`config.mk`:
```
export PLATFORM = sky130hd
export DESIGN_NAME = gemm_loop_controller
export DESIGN_NICKNAME = d
export VERILOG_FILES = /design/src/rtl/gemm_loop_controller.sv
export SDC_FILE = /design/constraint.sdc
export NUM_CORES = 1
export LEC_CHECK = 0
export CORE_MARGIN = 2
export CORE_UTILIZATION = 30
export CTS_CLUSTER_SIZE = 28
export DETAILED_ROUTE_END_ITERATION = 10
export SYNTH_ARGS = -nofsm -noshare
export SYNTH_HDL_FRONTEND = slang
export SYNTH_SLANG_ARGS = --single-unit
```
`constraint.sdc`:
```
create_clock -name clk_i -period 3.8 [get_ports clk_i]
set_clock_uncertainty 0.15 [all_clocks]
set_input_delay 0.76 -clock clk_i [delete_from_list [all_inputs] [get_ports clk_i]]
set_output_delay 0.76 -clock clk_i [all_outputs]
set_load 0.02 [all_outputs]
```
`src/rtl/gemm_loop_controller.sv`:
```
// Loop-nest sequencer for the single-MAC GEMM datapath.
// Walks m (outer), n (middle), k (inner) and issues one point per RUN cycle.
// A/B read addresses are built incrementally from registered counters.
// MAC strobes and the C write are delayed to line up with the one-cycle SRAM
// read latency. Every output comes straight from a flop.
module gemm_loop_controller #(
  parameter int AddrWidth     = 12,
  parameter int SizeAddrWidth = 8
) (
  input  logic                     clk_i,
  input  logic                     rst_ni,
  input  logic                     start_i,
  input  logic [SizeAddrWidth-1:0] M_size_i,
  input  logic [SizeAddrWidth-1:0] K_size_i,
  input  logic [SizeAddrWidth-1:0] N_size_i,
  output logic [AddrWidth-1:0]     sram_a_addr_o,
  output logic [AddrWidth-1:0]     sram_b_addr_o,
  output logic [AddrWidth-1:0]     sram_c_addr_o,
  output logic                     sram_c_we_o,
  output logic                     mac_en_o,
  output logic                     mac_clr_o,
  output logic                     busy_o,
  output logic                     done_o
);

  typedef enum logic [1:0] {
    IDLE  = 2'd0,
    RUN   = 2'd1,
    DRAIN = 2'd2,
    DONE  = 2'd3
  } state_e;

  localparam logic [SizeAddrWidth-1:0] SizeZero = {SizeAddrWidth{1'b0}};
  localparam logic [SizeAddrWidth-1:0] SizeOne  = {{(SizeAddrWidth-1){1'b0}}, 1'b1};
  localparam logic [AddrWidth-1:0]     AddrZero = {AddrWidth{1'b0}};
  localparam logic [AddrWidth-1:0]     AddrOne  = {{(AddrWidth-1){1'b0}}, 1'b1};

  state_e                   state_r, state_s;
  logic [SizeAddrWidth-1:0] m_size_r, k_size_r, n_size_r;
  logic [SizeAddrWidth-1:0] m_size_s, k_size_s, n_size_s;
  logic [SizeAddrWidth-1:0] m_r, n_r, k_r, m_s, n_s, k_s;
  logic [AddrWidth-1:0]     row_base_r, row_base_s;   // m*K
  logic [AddrWidth-1:0]     a_addr_r, a_addr_s;
  logic [AddrWidth-1:0]     b_addr_r, b_addr_s;
  logic [AddrWidth-1:0]     c_idx_r, c_idx_s;         // m*N+n
  logic                     drain_r, drain_s;

  // Pipeline stage 1 (data arriving from SRAM) and stage 2 (C write).
  logic                     en1_r, clr1_r, wr1_r;
  logic [AddrWidth-1:0]     waddr1_r;
  logic                     we_r;
  logic [AddrWidth-1:0]     c_addr_r;
  logic                     busy_r, done_r;

  logic                     issue_s, last_k_s, last_n_s, last_m_s;
  logic [AddrWidth-1:0]     k_ext_s, n_ext_s;

  assign issue_s  = (state_r == RUN);
  assign last_k_s = (k_r == (k_size_r - SizeOne));
  assign last_n_s = (n_r == (n_size_r - SizeOne));
  assign last_m_s = (m_r == (m_size_r - SizeOne));
  assign k_ext_s  = AddrWidth'(k_size_r);
  assign n_ext_s  = AddrWidth'(n_size_r);

  // Next-state and loop-counter / address update logic.
  always_comb begin
    state_s    = state_r;
    m_size_s   = m_size_r;
    k_size_s   = k_size_r;
    n_size_s   = n_size_r;
    m_s        = m_r;
    n_s        = n_r;
    k_s        = k_r;
    row_base_s = row_base_r;
    a_addr_s   = a_addr_r;
    b_addr_s   = b_addr_r;
    c_idx_s    = c_idx_r;
    drain_s    = drain_r;
    case (state_r)
      IDLE: begin
        if (start_i) begin
          m_size_s   = M_size_i;
          k_size_s   = K_size_i;
          n_size_s   = N_size_i;
          m_s        = SizeZero;
          n_s        = SizeZero;
          k_s        = SizeZero;
          row_base_s = AddrZero;
          a_addr_s   = AddrZero;
          b_addr_s   = AddrZero;
          c_idx_s    = AddrZero;
          drain_s    = 1'b0;
          if ((M_size_i == SizeZero) || (K_size_i == SizeZero) || (N_size_i == SizeZero)) begin
            state_s = DONE;
          end else begin
            state_s = RUN;
          end
        end else begin
          state_s = IDLE;
        end
      end
      RUN: begin
        if (last_k_s) begin
          k_s     = SizeZero;
          c_idx_s = c_idx_r + AddrOne;
          if (last_n_s) begin
            n_s = SizeZero;
            if (last_m_s) begin
              // Final point issued: park addresses at 0 and drain the pipe.
              m_s      = SizeZero;
              a_addr_s = AddrZero;
              b_addr_s = AddrZero;
              drain_s  = 1'b0;
              state_s  = DRAIN;
            end else begin
              m_s        = m_r + SizeOne;
              row_base_s = row_base_r + k_ext_s;
              a_addr_s   = row_base_r + k_ext_s;
              b_addr_s   = AddrZero;
            end
          end else begin
            n_s      = n_r + SizeOne;
            a_addr_s = row_base_r;
            b_addr_s = AddrWidth'(n_r) + AddrOne;
          end
        end else begin
          k_s      = k_r + SizeOne;
          a_addr_s = a_addr_r + AddrOne;
          b_addr_s = b_addr_r + n_ext_s;
        end
      end
      DRAIN: begin
        if (drain_r) begin
          state_s = DONE;
        end else begin
          drain_s = 1'b1;
        end
      end
      DONE: begin
        state_s = IDLE;
      end
      default: begin
        state_s = IDLE;
      end
    endcase
  end

  // State, latched sizes, loop counters and A/B address registers.
  always_ff @(posedge clk_i or negedge rst_ni) begin
    if (!rst_ni) begin
      state_r    <= IDLE;
      m_size_r   <= SizeZero;
      k_size_r   <= SizeZero;
      n_size_r   <= SizeZero;
      m_r        <= SizeZero;
      n_r        <= SizeZero;
      k_r        <= SizeZero;
      row_base_r <= AddrZero;
      a_addr_r   <= AddrZero;
      b_addr_r   <= AddrZero;
      c_idx_r    <= AddrZero;
      drain_r    <= 1'b0;
    end else begin
      state_r    <= state_s;
      m_size_r   <= m_size_s;
      k_size_r   <= k_size_s;
      n_size_r   <= n_size_s;
      m_r        <= m_s;
      n_r        <= n_s;
      k_r        <= k_s;
      row_base_r <= row_base_s;
      a_addr_r   <= a_addr_s;
      b_addr_r   <= b_addr_s;
      c_idx_r    <= c_idx_s;
      drain_r    <= drain_s;
    end
  end

  // Two-stage strobe pipeline aligning MAC and C write to SRAM read latency.
  always_ff @(posedge clk_i or negedge rst_ni) begin
    if (!rst_ni) begin
      en1_r    <= 1'b0;
      clr1_r   <= 1'b0;
      wr1_r    <= 1'b0;
      waddr1_r <= AddrZero;
      we_r     <= 1'b0;
      c_addr_r <= AddrZero;
      busy_r   <= 1'b0;
      done_r   <= 1'b0;
    end else begin
      en1_r    <= issue_s;
      clr1_r   <= issue_s && (k_r == SizeZero);
      wr1_r    <= issue_s && last_k_s;
      waddr1_r <= (issue_s && last_k_s) ? c_idx_r : AddrZero;
      we_r     <= wr1_r;
      c_addr_r <= wr1_r ? waddr1_r : AddrZero;
      busy_r   <= (state_s == RUN) || (state_s == DRAIN);
      done_r   <= (state_s == DONE);
    end
  end

  assign sram_a_addr_o = a_addr_r;
  assign sram_b_addr_o = b_addr_r;
  assign sram_c_addr_o = c_addr_r;
  assign sram_c_we_o   = we_r;
  assign mac_en_o      = en1_r;
  assign mac_clr_o     = clr1_r;
  assign busy_o        = busy_r;
  assign done_o        = done_r;

endmodule

```
==> impl_metrics.env <==
export IMPL_final_cells=1173
export IMPL_cp_max_fo=15
export IMPL_clock_latency_ns=0.42
export IMPL_layout_nets=896
export IMPL_grt_usage=0.1530
export IMPL_min_path_type="input port to asynchronous set/reset pin"
export IMPL_grt_ovfl_total=0
export IMPL_r2r_setup_slack_ns=0.47
export IMPL_postLayoutCoreUtil=0.3770
export IMPL_post_route_drc_count=0
export IMPL_cts_repair_resized=0
export IMPL_via_count=5964
export IMPL_cts_tree="built"
export IMPL_ys_seq_area_frac=0.4444
export IMPL_end_kind="flop"
export IMPL_relSlewSlack=0.5013
export IMPL_yosysTopAreaCell="dfrtp_1"
export IMPL_worstMarginPinSlew_ns=0.7481
export IMPL_viasPerCell=5.084
export IMPL_multi_input_area_sq_um=3772
export IMPL_synthesis_nets=834
export IMPL_root_buffer="clkbuf_16"
export IMPL_ys_seq_elements=129
export IMPL_synth_edf_count=0
export IMPL_postCtsSetupBuffers=0
export IMPL_yosys_top_cells_area="dfrtp_1 (44%), o21ai_0 (5.1%), ha_1 (4.5%)"
export IMPL_fmax_ghz=0.3001
export IMPL_cp_required_ns=3.97
export IMPL_dr_pass1_iters=5
export IMPL_antenna_found_initial=0
export IMPL_dr_first_iter_drc_count=428
export IMPL_register_area_sq_um=3228
export IMPL_die_area_sq_um=25470
export IMPL_post_route_min_period_ns=3.332
export IMPL_setup_viol=0
export IMPL_synthDistinctLibCells=66
export IMPL_antenna_cells=0
export IMPL_yosys_warnings=0
export IMPL_routed_wl_um=18850
export IMPL_setup_tns_ns=0
export IMPL_start_kind="flop"
export IMPL_avgSynthCellArea_sq_um=9.324
export IMPL_cts_buffers=17
export IMPL_placed_cells=1141
export IMPL_outcome="finished, final reports clean"
export IMPL_synth_cells=779
export IMPL_io_pins=68
export IMPL_r2r_start="k_size_r[0]$_DFFE_PN0P_"
export IMPL_fp_dieH_um=159.6
export IMPL_final_common_cell="dfrtp_1"
export IMPL_grt_start_max_net_pins=130
export IMPL_crit_type="flop to flop"
export IMPL_netlist_area_sq_um=7263
export IMPL_layout_common_cells="dfrtp_1 (129), nand2_1 (84), o21ai_0 (74)"
export IMPL_fin_crit_sh=0.8770
export IMPL_power_density_nw_per_um2=751.3
export IMPL_leakagePower_nw=3.805
export IMPL_areaGrowthSynthToFinish_pct=22.55
export IMPL_grt_pass1_wl_um=31250
export IMPL_hpwl_um=13020
export IMPL_rows=56
export IMPL_clock_sinks=129
export IMPL_io_buffers=67
export IMPL_finalHoldViolations=0
export IMPL_async_flop_share=1.000
export IMPL_r2r_end="sram_a_addr_o[9]$_DFFE_PN0P_"
export IMPL_chipWidth_um=159.6
export IMPL_postRouteAntennaNets=0
export IMPL_cts_max_path_buffers=2
export IMPL_synthFlopType="dfrtp_1"
export IMPL_nFillCells=2371
export IMPL_routedWlPerCell_um=16.07
export IMPL_yosys_area_top_type_share=0.4444
export IMPL_ir_drop_mv=0.3260
export IMPL_drive_above_1_share=0.09485
export IMPL_ff2ff_path_depth=10
export IMPL_grt_setup_unrepaired="no"
export IMPL_finalPower_w=0.006687
export IMPL_path_clk_slew_ns=0.06
export IMPL_grt_pass1_vias=5810
export IMPL_critical_path_arrival_ns=3.51
export IMPL_initial_utilization=0.3076
export IMPL_holdBufCountCts=0
export IMPL_core_sq_um=23610
export IMPL_h_tree_depth=4
export IMPL_globalplace_congestion=0.8026
export IMPL_maxCapViolations=0
export IMPL_slew_violations=0
==> flip-flops by register name (all words and copies together) (netlist names), 2 cells and up <==
name / cells
waddr1_r: 12
m_r: 8
sram_c_addr_o: 12
k_r: 8
n_size_r: 8
sram_b_addr_o: 12
sram_a_addr_o: 12
row_base_r: 12
state_r: 2
k_size_r: 8
c_idx_r: 12
m_size_r: 8
n_r: 8
==> where the power goes <==
part | total, W | internal [W] | switching [W]
registers | 0.00231 | 0.00175 | 0.000561
logic | 0.00269 | 0.00127 | 0.00142
clock network | 0.00168 | 0.00107 | 0.000619
==> metrics by stage <==
| step | cell area (sq um) | hold WS (ns) | worst slack, ns |
|---|---|---|---|
| final | 8901 | 0.2763 | 0.4675 |
| after global placement | 8302 | 0.2889 | 0.5634 |
| after floorplan | 7263 | 0.2271 | 0.8738 |
| after CTS | 8901 | 0.2969 | 0.4848 |
| after detailed placement | 8302 | 0.2915 | 0.5112 |
| after global routing | 8901 | 0.3072 | 0.2466 |
==> how the worst max path moves through the flow <==
| stage | startpoint | to | slack (ns) | cells after the start |
|---|---|---|---|---|
| 3_5_place_dp | k_size_r[0]$_DFFE_PN0P_ | sram_a_addr_o[11]$_DFFE_PN0P_ | 0.51 | 10 |
| 6_report | k_size_r[0]$_DFFE_PN0P_ | sram_a_addr_o[9]$_DFFE_PN0P_ | 0.47 | 10 |
| 3_3_place_gp | k_size_r[1]$_DFFE_PN0P_ | sram_a_addr_o[11]$_DFFE_PN0P_ | 0.56 | 10 |
| 4_1_cts | k_size_r[0]$_DFFE_PN0P_ | sram_a_addr_o[9]$_DFFE_PN0P_ | 0.48 | 10 |
| 5_1_grt | k_size_r[1]$_DFFE_PN0P_ | n_r[4]$_DFFE_PN0P_ | 0.25 | 11 |
| 2_1_floorplan | k_size_r[0]$_DFFE_PN0P_ | m_r[3]$_DFFE_PN0P_ | 0.87 | 11 |
==> cells by family after synthesis <==
| kind of cell | share of synthesized area |
|---|---|
| AOI/OAI and AO/OA | 0.1531 |
| buffers and inverters | 0.03687 |
| muxes | 0.03376 |
| adders and majority gates | 0.05030 |
| DFF | 0.4444 |
| and+or+nand+nor | 0.2103 |
| xor gates and xnor gates | 0.07115 |
==> per-layer routing <==
metal | vias to the layer above | GRT usage | share of wire
met5 | - | 0 | 0
met4 | 0 | 0.04174 | 0.011
met3 | 16 | 0.03204 | 0.042
met2 | 137 | 0.2426 | 0.46
met1 | 2922 | 0.2117 | 0.48
li1 | 2889 | - | -
==> synth_stat cells (20+ instances only) <==
master / count
ha_1: 26
dfrtp_1: 129
a21oi_1: 27
mux2_2: 20
o21ai_0: 74
inv_1: 27
nor2_1: 44
xnor2_1: 26
xor2_1: 33
nand3_1: 33
clkbuf_1: 27
nand2_1: 84
and2_1: 26
==> layout make-up <==
type | instances | share of cell area
Clock buffer | 23 | 0.05257
Clock inverter | 9 | 0.01476
Inverter | 28 | 0.01181
Multi-Input combinational cell | 583 | 0.4238
Sequential cell | 129 | 0.3627
Tap cell | 319 | 0.04484
Timing Repair Buffer | 82 | 0.08954
==> worst max-delay path, stage by stage, from the launching register on <==
cell and delay [ns]:
dfrtp_1 0.42, inv_1 0.08, ha_1 0.31, xor2_1 0.16, nand2_1 0.05, or4_1 0.54
nor3_1 0.31, nand3_1 0.38, inv_2 0.35, nand2_1 0.24, a22oi_1 0.24
(Power assumes the default switching activity.)
